`src/rtl/mem_port_arbiter.sv`:
```
// Merges the core's instruction and data request ports onto one memory port with
// round-robin arbitration, and routes in-order responses back via a tag FIFO.
module mem_port_arbiter #(
  parameter int C_OTX_DEPTH_X = 2
) (
  input  logic        clk_i,
  input  logic        reset_i,
  input  logic        clk_en_i,
  output logic        ireqready_o,
  input  logic        ireqvalid_i,
  input  logic [1:0]  ireqhpl_i,
  input  logic [31:0] ireqaddr_i,
  input  logic        irspready_i,
  output logic        irspvalid_o,
  output logic        irsprerr_o,
  output logic [31:0] irspdata_o,
  output logic        dreqready_o,
  input  logic        dreqvalid_i,
  input  logic [1:0]  dreqsize_i,
  input  logic        dreqwrite_i,
  input  logic [1:0]  dreqhpl_i,
  input  logic [31:0] dreqaddr_i,
  input  logic [31:0] dreqdata_i,
  input  logic        drspready_i,
  output logic        drspvalid_o,
  output logic        drsprerr_o,
  output logic        drspwerr_o,
  output logic [31:0] drspdata_o,
  input  logic        mreqready_i,
  output logic        mreqvalid_o,
  output logic [1:0]  mreqsize_o,
  output logic        mreqwrite_o,
  output logic [1:0]  mreqhpl_o,
  output logic [31:0] mreqaddr_o,
  output logic [31:0] mreqdata_o,
  output logic        mrspready_o,
  input  logic        mrspvalid_i,
  input  logic        mrsperr_i,
  input  logic [31:0] mrspdata_i
);
  localparam int DEPTH = 1 << C_OTX_DEPTH_X;
  localparam int PW    = C_OTX_DEPTH_X;

  typedef enum logic {SRC_I = 1'b0, SRC_D = 1'b1} src_e;

  logic [PW:0]      cnt_q, cnt_d;
  logic [PW-1:0]    wptr_q, wptr_d, rptr_q, rptr_d;
  logic [DEPTH-1:0] tsrc_q, tsrc_d, twr_q, twr_d;
  src_e             last_q, last_d, lsrc_q, lsrc_d;
  logic             lock_q, lock_d;

  src_e gnt, head_src;
  logic active, full, empty, gvld, accept, pop, head_wr, rsp_en;

  always_comb begin
    active = clk_en_i & ~reset_i;
    full   = (cnt_q == (PW+1)'(DEPTH));
    empty  = (cnt_q == '0);

    // A stalled request keeps its grant until memory takes it.
    if (lock_q)                         gnt = lsrc_q;
    else if (ireqvalid_i & ~dreqvalid_i) gnt = SRC_I;
    else if (dreqvalid_i & ~ireqvalid_i) gnt = SRC_D;
    else                                 gnt = (last_q == SRC_D) ? SRC_I : SRC_D;

    gvld        = (gnt == SRC_D) ? dreqvalid_i : ireqvalid_i;
    mreqvalid_o = active & ~full & gvld;
    ireqready_o = active & ~full & (gnt == SRC_I) & mreqready_i;
    dreqready_o = active & ~full & (gnt == SRC_D) & mreqready_i;
    mreqsize_o  = (gnt == SRC_D) ? dreqsize_i : 2'b10;
    mreqwrite_o = (gnt == SRC_D) & dreqwrite_i;
    mreqhpl_o   = (gnt == SRC_D) ? dreqhpl_i : ireqhpl_i;
    mreqaddr_o  = (gnt == SRC_D) ? dreqaddr_i : ireqaddr_i;
    mreqdata_o  = (gnt == SRC_D) ? dreqdata_i : 32'h0;
    accept      = mreqvalid_o & mreqready_i;

    head_src    = src_e'(tsrc_q[rptr_q]);
    head_wr     = twr_q[rptr_q];
    rsp_en      = active & ~empty;
    irspvalid_o = rsp_en & (head_src == SRC_I) & mrspvalid_i;
    drspvalid_o = rsp_en & (head_src == SRC_D) & mrspvalid_i;
    irsprerr_o  = rsp_en & (head_src == SRC_I) & mrsperr_i;
    drsprerr_o  = rsp_en & (head_src == SRC_D) & mrsperr_i & ~head_wr;
    drspwerr_o  = rsp_en & (head_src == SRC_D) & mrsperr_i & head_wr;
    irspdata_o  = mrspdata_i;
    drspdata_o  = mrspdata_i;
    mrspready_o = rsp_en & ((head_src == SRC_D) ? drspready_i : irspready_i);
    pop         = mrspvalid_i & mrspready_o;

    last_d = last_q;
    lock_d = lock_q;
    lsrc_d = lsrc_q;
    tsrc_d = tsrc_q;
    twr_d  = twr_q;
    wptr_d = wptr_q;
    rptr_d = rptr_q;
    cnt_d  = cnt_q;

    if (accept) begin
      last_d         = gnt;
      lock_d         = 1'b0;
      tsrc_d[wptr_q] = gnt;
      twr_d[wptr_q]  = mreqwrite_o;
      wptr_d         = wptr_q + 1'b1;
    end else if (mreqvalid_o) begin
      lock_d = 1'b1;
      lsrc_d = gnt;
    end
    if (pop) rptr_d = rptr_q + 1'b1;

    case ({accept, pop})
      2'b10:   cnt_d = cnt_q + 1'b1;
      2'b01:   cnt_d = cnt_q - 1'b1;
      default: cnt_d = cnt_q;
    endcase
  end

  always_ff @(posedge clk_i or posedge reset_i) begin
    if (reset_i) begin
      cnt_q  <= '0;
      wptr_q <= '0;
      rptr_q <= '0;
      tsrc_q <= '0;
      twr_q  <= '0;
      last_q <= SRC_D;
      lsrc_q <= SRC_I;
      lock_q <= 1'b0;
    end else if (clk_en_i) begin
      cnt_q  <= cnt_d;
      wptr_q <= wptr_d;
      rptr_q <= rptr_d;
      tsrc_q <= tsrc_d;
      twr_q  <= twr_d;
      last_q <= last_d;
      lsrc_q <= lsrc_d;
      lock_q <= lock_d;
    end
  end
endmodule

```
`config.mk`:
```
export PLATFORM = sky130hd
export DESIGN_NAME = mem_port_arbiter
export DESIGN_NICKNAME = d
export VERILOG_FILES = /design/src/rtl/mem_port_arbiter.sv
export SDC_FILE = /design/constraint.sdc
export NUM_CORES = 1
export LEC_CHECK = 0
export ABC_CLOCK_PERIOD_IN_PS = 2750
export BUFFER_PORTS_ARGS = -buffer_cell sky130_fd_sc_hd__buf_2
export CORE_AREA = 4 4 109 111
export DETAILED_ROUTE_END_ITERATION = 7
export DIE_AREA = 0 0 113 115
export PLACE_DENSITY = 0.56
export SYNTH_ARGS = -nofsm -noshare
export SYNTH_HDL_FRONTEND = slang
export SYNTH_SLANG_ARGS = --single-unit
```
`constraint.sdc`:
```
create_clock -name clk_i -period 2.75 [get_ports clk_i]
set_input_delay 0.275 -clock clk_i [delete_from_list [all_inputs] [get_ports clk_i]]
set_output_delay 0.275 -clock clk_i [all_outputs]
set_load 0.02 [all_outputs]
```
==> impl_results.md, run 1 <==
- Status: completed
- Row count: 38
- Initial core utilization: 20.59%
- # nets final: 511
- VDD IR max: 0.0005040 V
- Worst EP arrival: 2.24 ns
- Final Skew: 0.003243 ns
- Slowest cell on crit path: o31a_2
- Port Buffers: 190
- Syn nets: 387
- Total Routing Usage GR: 10.80%
- CTS clk-pin slew, worst paths: 0.07 ns
- Clock Root Buffer: clkbuf_8
- # Max-Cap Violations: 0
- Gr ovfl total: 0
- Area of the multi-input gates: 0.001222 mm²
- Hpwl dp: 7066 µm
- Kind of critical path: flip-flop to primary output
- Min-delay worst type: input port to async pin
- IO Pins: 287
- Mapped Cells: 236
- Layout cell share with drive strength beyond 1: 69.64%
- Vias: 1,995
- CP top delay family: compound AO/OA/AOI/OAI gates
- WHS: 0.1318 ns
- Core area: 0.01079 mm²
- Power Density: 1036 mW/mm²
- Critical Path RT: 2.48 ns
- Asr flop ratio synth: 100.0%
- Pin count of the biggest net entering global routing: 40
- Via density: 3.998
- Unique masters post-synth: 34
- Cell Area, Synth: 0.002222 mm²
- Worst-path maximum fanout: 39
- DR WL/cell: 15.82 µm
- Die area: 0.01300 mm²
- Leak pwr: 1.577 nW
- F_max: 397.4 MHz
- Setup crit end kind: primary output
- RSZ-0062 raised after global routing: false
- Iter 0 DRT Violations: 70
- Final worst path period need: 2.517 ns
- Final setup violation count: 0
- Number of synthesized flops with an enable pin: 0
- Synth warn: 0
- Cell area after layout: 0.002905 mm²
- Initial antenna violation count: 0
- DP Area: 0.002850 mm²
- Max-Slew Margin vs Limit: 53.13%
- Critical path buffers and inverters: 2
- Final ANT Viol Nets: 0
- First-pass GRT wire length: 11,220 µm
- CTS sink cnt: 18
- Max-slew violation count: 0
- Most frequent cells in the layout: buf_2 (190), mux2_2 (37), and2_1 (34)
- Vias in the first global route: 2,033
- CP Cell Sequence: nand2b_1, o31a_2, buf_12, mux2_2, buf_2
- Remaining DRCs: 0
- Routed WL: 7893 µm
- Die H: 115 µm
- Drt pass-1 iters: 4
- Inserted Clock Buffers: 3
- Area grow syn2layout: 30.74%
- Clock Latency Late Sink: 0.25 ns
- Most common flop cell mapped by yosys: dfrtp_1
- Post_cts resized: 0
- Post-route setup TNS: 0 ns
- Sequential-to-total area share from yosys stat: 20.33%
- Register area: 451.7 µm²
- Worst setup SP type: flip-flop
- Clock buffer depth: 2
- Post-synthesis average cell area: 9.416 µm²
- Hold Violations, Final: 0
- Measured slew at the worst slew-check pin: 0.7023 ns
- Setup repair bufs after CTS: 0
- H-tree depth: 1
- FILL cells: 1,160
- Post-CTS Hold Fix Bufs: 0
- Synth Register Bits: 18
- Most common cell after layout, fill and taps aside: buf_2
- Die X: 113 µm
- Period utilization: 91.51%
- Routability cong.: 0.8339
- N_diodes: 0
- Largest stage delay, worst path: 0.58 ns
- TritonCTS clock tree: built
[layout make-up]
| cell class | count | area share [%] |
|---|---|---|
| Sequential cell | 18 | 15.55 |
| Inverter | 8 | 1.034 |
| Clock buffer | 4 | 1.895 |
| Multi-Input combinational cell | 138 | 42.08 |
| Tap cell | 140 | 6.029 |
| Timing Repair Buffer | 191 | 33.42 |
[registers in the layout (all words and copies together) (netlist names)]
name and flops:
tsrc_q 4, cnt_q 3, lock_q 1, twr_q 4
wptr_q 2, lsrc_q 1, last_q 1, rptr_q 2
[cell usage after synthesis, drive strengths merged, types with 3 or more instances]
cell / count / area, µm²
buf: 69 / 508.0
dfrtp: 17 / 425.4
mux2i: 7 / 70.07
clkbuf: 3 / 11.26
and2: 34 / 212.7
nor2b: 3 / 18.77
nand2b: 3 / 18.77
ha: 5 / 62.56
xor2: 3 / 26.28
mux2: 45 / 536.8
inv: 8 / 30.03
nand2: 4 / 15.01
nor2: 8 / 30.03
and3: 6 / 62.56
[logic make-up after synthesis]
kind of cell | after synthesis | share of synthesized area [%]
AO/OA/AOI/OAI | 9 | 2.760
XOR/XNOR | 5 | 1.971
adder cells (fa/ha/maj) | 6 | 3.716
buffers and inverters | 80 | 24.72
flip-flops | 18 | 20.33
multiplexers | 53 | 28.32
AND/OR/NAND/NOR | 65 | 18.19
[power by group]
| part | leakage (nW) | switching (mW) | internal, mW |
|---|---|---|---|
| Clock | 0.0288 | 0.0871 | 0.127 |
| Combinational | 1.32 | 1.30 | 0.983 |
| Sequential | 0.224 | 0.117 | 0.393 |
| Total | 1.58 | 1.51 | 1.50 |
[worst paths after layout]
path	start	to	slack, ns	cells past startpoint
worst max-delay path	lock_q	mreqaddr_o[5]	0.23	5
worst min-delay path	reset_i	cnt_q[1]	0.13	2
worst max register to register	rptr_q[1]	cnt_q[2]	0.37	10
worst min register to register	cnt_q[2]	cnt_q[2]	0.49	1
max in group asynchronous	reset_i	twr_q[1]	2.17	2
min in group clk_i	clk_en_i	cnt_q[0]	0.38	3
[metal layers]
layer  part of all wire, %  track usage (%)  vias to the layer above
li1                      -                -                      963
met1                    34            11.26                      910
met2                    56            21.29                      112
met3                   8.2            3.316                       10
met4                   1.6            2.083                        0
met5                     0                0                        -
[stage by stage]
| stage | util, % | power, mW | setup slack [ns] | std cells |
|---|---|---|---|---|
| 3_3_place_gp | 26.41 | 2.807 | 0.4575 | 495 |
| 2_1_floorplan | - | 2.233 | 0.5792 | 236 |
| 3_5_place_dp | 26.41 | 2.858 | 0.3461 | 495 |
| 4_1_cts | 26.92 | 3.085 | 0.1860 | 499 |
| 5_1_grt | 26.92 | 3.234 | 0.006237 | 499 |
| 6_report | 26.92 | 3.010 | 0.2334 | 499 |
Power figures use the tool's default switching activity.
==> inputs of run 2 (changes only) <==
ABC_CLOCK_PERIOD_IN_PS = 2300   (was 2750)
CORE_AREA = 4 4 110 112   (was 4 4 109 111)
DIE_AREA = 0 0 114 116   (was 0 0 113 115)
MAX_ROUTING_LAYER = met4   (was not set)
PLACE_DENSITY = 0.57   (was 0.56)
clock period = 2.3 ns   (was 2.75 ns; I/O delays follow)
==> run 2 against run 1 <==
Effect of this change:
- critical path depth up 5
- core utilization up 0.083 points
- combinational power up 24%
- critical endpoint is now cnt_q[2]
==> impl_results.md, run 2 (synthesized netlist as in run 1, its figures left out) <==
- Status: completed
- Power Density: 1266 mW/mm² (+22%)
- Biggest regs: tsrc_q (4), twr_q (4), cnt_q (3)
- Vias in the first global route: 2,047 (+0.69%)
- GR Util met1: 12.78% (+1.5 points)
- Min-delay worst type: input port to async pin
- CTS sink cnt: 18 (unchanged)
- Core area: 0.01122 mm² (+4.0%)
- M3 GR Usage: 3.290% (-0.026 points)
- Post-route setup TNS: 0 ns (unchanged)
- Vias: 2,047 (+2.6%)
- # nets final: 521 (+2.0%)
- Initial core utilization: 19.80% (-0.79 points)
- Final ANT Viol Nets: 0 (unchanged)
- Inserted Clock Buffers: 3 (unchanged)
- Area grow syn2layout: 36.37%
- Measured slew at the worst slew-check pin: 0.7077 ns (+0.005357 ns)
- Internal power: 1.997 mW (+33%)
- Met2 usage: 16.94% (-4.3 points)
- Max-slew violation count: 0 (unchanged)
- Routed WL: 7612 µm (-3.6%)
- Most frequent cells in the layout: buf_2 (190), mux2_2 (37), and2_1 (34)
- RSZ-0062 raised after global routing: true
- Initial antenna violation count: 0 (unchanged)
- Logic pwr share: 74.3% (-1.6 points)
- Pwr Total: 3.837 mW (+27%)
- Clock Latency Late Sink: 0.25 ns (about the same)
- CTS clk-pin slew, worst paths: 0.05 ns (-0.02 ns)
- VDD IR max: 0.0008076 V (+60%)
- Sw frac: 47.95% (-2.1 points)
- Final Skew: 0.002398 ns (-0.0008445 ns)
- DP Worst Slack: -0.02403 ns (-0.3701 ns)
- Layout cell share with drive strength beyond 1: 72.09% (+2.4 points)
- Final worst path period need: 2.216 ns
- Final WS setup: 0.08449 ns (-0.1489 ns)
- Period utilization: 96.33%
- First-pass GRT wire length: 10,710 µm (-4.6%)
- TritonCTS clock tree: built
- Row count: 39 (+2.6%)
- Die H: 116 µm (+0.87%)
- # Max-Cap Violations: 0 (unchanged)
- Clock Root Buffer: clkbuf_16
- Max-Slew Margin vs Limit: 52.77% (-0.36 points)
- Worst setup SP type: flip-flop
- Leak pwr: 1.629 nW (+3.2%)
- N_diodes: 0 (unchanged)
- Die area: 0.01322 mm² (+1.8%)
- Port Buffers: 190 (unchanged)
- Hpwl dp: 6592 µm (-6.7%)
- Iter 0 DRT Violations: 45 (-36%)
- Gr ovfl total: 0 (unchanged)
- Clk pwr share: 9.1% (+2.0 points)
- Via density: 3.998 (about the same)
- Die X: 114 µm (+0.88%)
- H-tree depth: 1 (unchanged)
- Total Routing Usage GR: 10.43% (-0.36 points)
- Critical Path RT: 2.47 ns (about the same)
- Final setup violation count: 0 (unchanged)
- Routability cong.: 0.8577 (+2.9%)
- Global routing's busiest layer: met2
- Seq pwr share: 16.5% (-0.4 points)
- Drt pass-1 iters: 4 (unchanged)
- F_max: 451.4 MHz
- Kind of critical path: flip-flop to flip-flop
- Most common cell after layout, fill and taps aside: buf_2
- Switch Pwr: 1.840 mW (+22%)
- Worst-path maximum fanout: 3 (-92%)
- FILL cells: 1,186 (+2.2%)
- Clock buffer depth: 2 (unchanged)
- Hold Violations, Final: 0 (unchanged)
- DR WL/cell: 14.87 µm (-6.0%)
- IO Pins: 287 (unchanged)
- Remaining DRCs: 0 (unchanged)
- Setup crit end kind: flip-flop
- Worst EP arrival: 2.38 ns (+0.14 ns)
- Pin count of the biggest net entering global routing: 46 (+15%)
==> run 2: changes by cell type in the layout (fill, tap and decap cells not counted), sizes merged <==
cell,before,now
buf,191,201
==> run 2: critical path, stage by stage (launching register included) <==
cell and delay, ns:
dfrtp_2 0.46, mux2i_4 0.22, mux2i_2 0.20, mux2i_1 0.12
nor2_1 0.12, ha_2 0.21, inv_2 0.04, fa_2 0.33
xor2_1 0.15, nor2_1 0.12, xor2_1 0.16
==> run 2: final timing paths <==
check / startpoint / end / slack (ns) / depth (start not counted)
max in group asynchronous: reset_i / rptr_q[1] / 1.70 / 2
worst max-delay path: rptr_q[1] / cnt_q[2] / 0.08 / 10
min in group clk_i: clk_en_i / cnt_q[0] / 0.34 / 3
worst max register to register: rptr_q[1] / cnt_q[2] / 0.08 / 10
worst min register to register: cnt_q[2] / cnt_q[2] / 0.49 / 1
worst min-delay path: reset_i / cnt_q[0] / 0.11 / 2
==> run 2: power groups by stage <==
stage	Combinational, mW	Sequential [mW]	Clock [mW]
after floorplan	2.10	0.571	0
after global routing	3.09	0.657	0.373
after CTS	2.78	0.616	0.356
final	2.85	0.634	0.351
after detailed placement	2.75	0.605	0
after global placement	2.71	0.597	0
==> run 2: area by class of cell <==
class / instances / area, µm² / share of cell area, %
timing repair buffer: 201 / 1033 / 34.10
inverter: 8 / 30.03 / 0.9909
tap: 143 / 178.9 / 5.904
clock buffer: 4 / 78.83 / 2.601
sequential: 18 / 452.9 / 14.95
multi-input combinational: 138 / 1256 / 41.45
==> run 2: what timing repair did <==
item                                    CTS  global route
endpoints found under the setup margin    1             2
gates resized for setup                   3             6
endpoints found under the hold margin     0             0
pin swaps                                 0             4
hold buffers                              0             0
buffers inserted                          0             5
==> run 2: per-layer routing <==
metal / wire length, µm / up-vias
met5: 0 / -
met4: 74 / 0
met3: 786 / 14
met2: 3837 / 127
met1: 2913 / 923
li1: - / 983
==> run 2: stage by stage <==
stage	cell area (µm²)	util (%)	cells	hold WS, ns
after floorplan	2222	-	236	0.1678
after global placement	2879	25.65	503	0.3832
after detailed placement	2879	25.65	503	0.3779
after CTS	2967	26.43	507	0.1310
after global routing	3030	27.00	512	0.1880
final	3030	27.00	512	0.1051
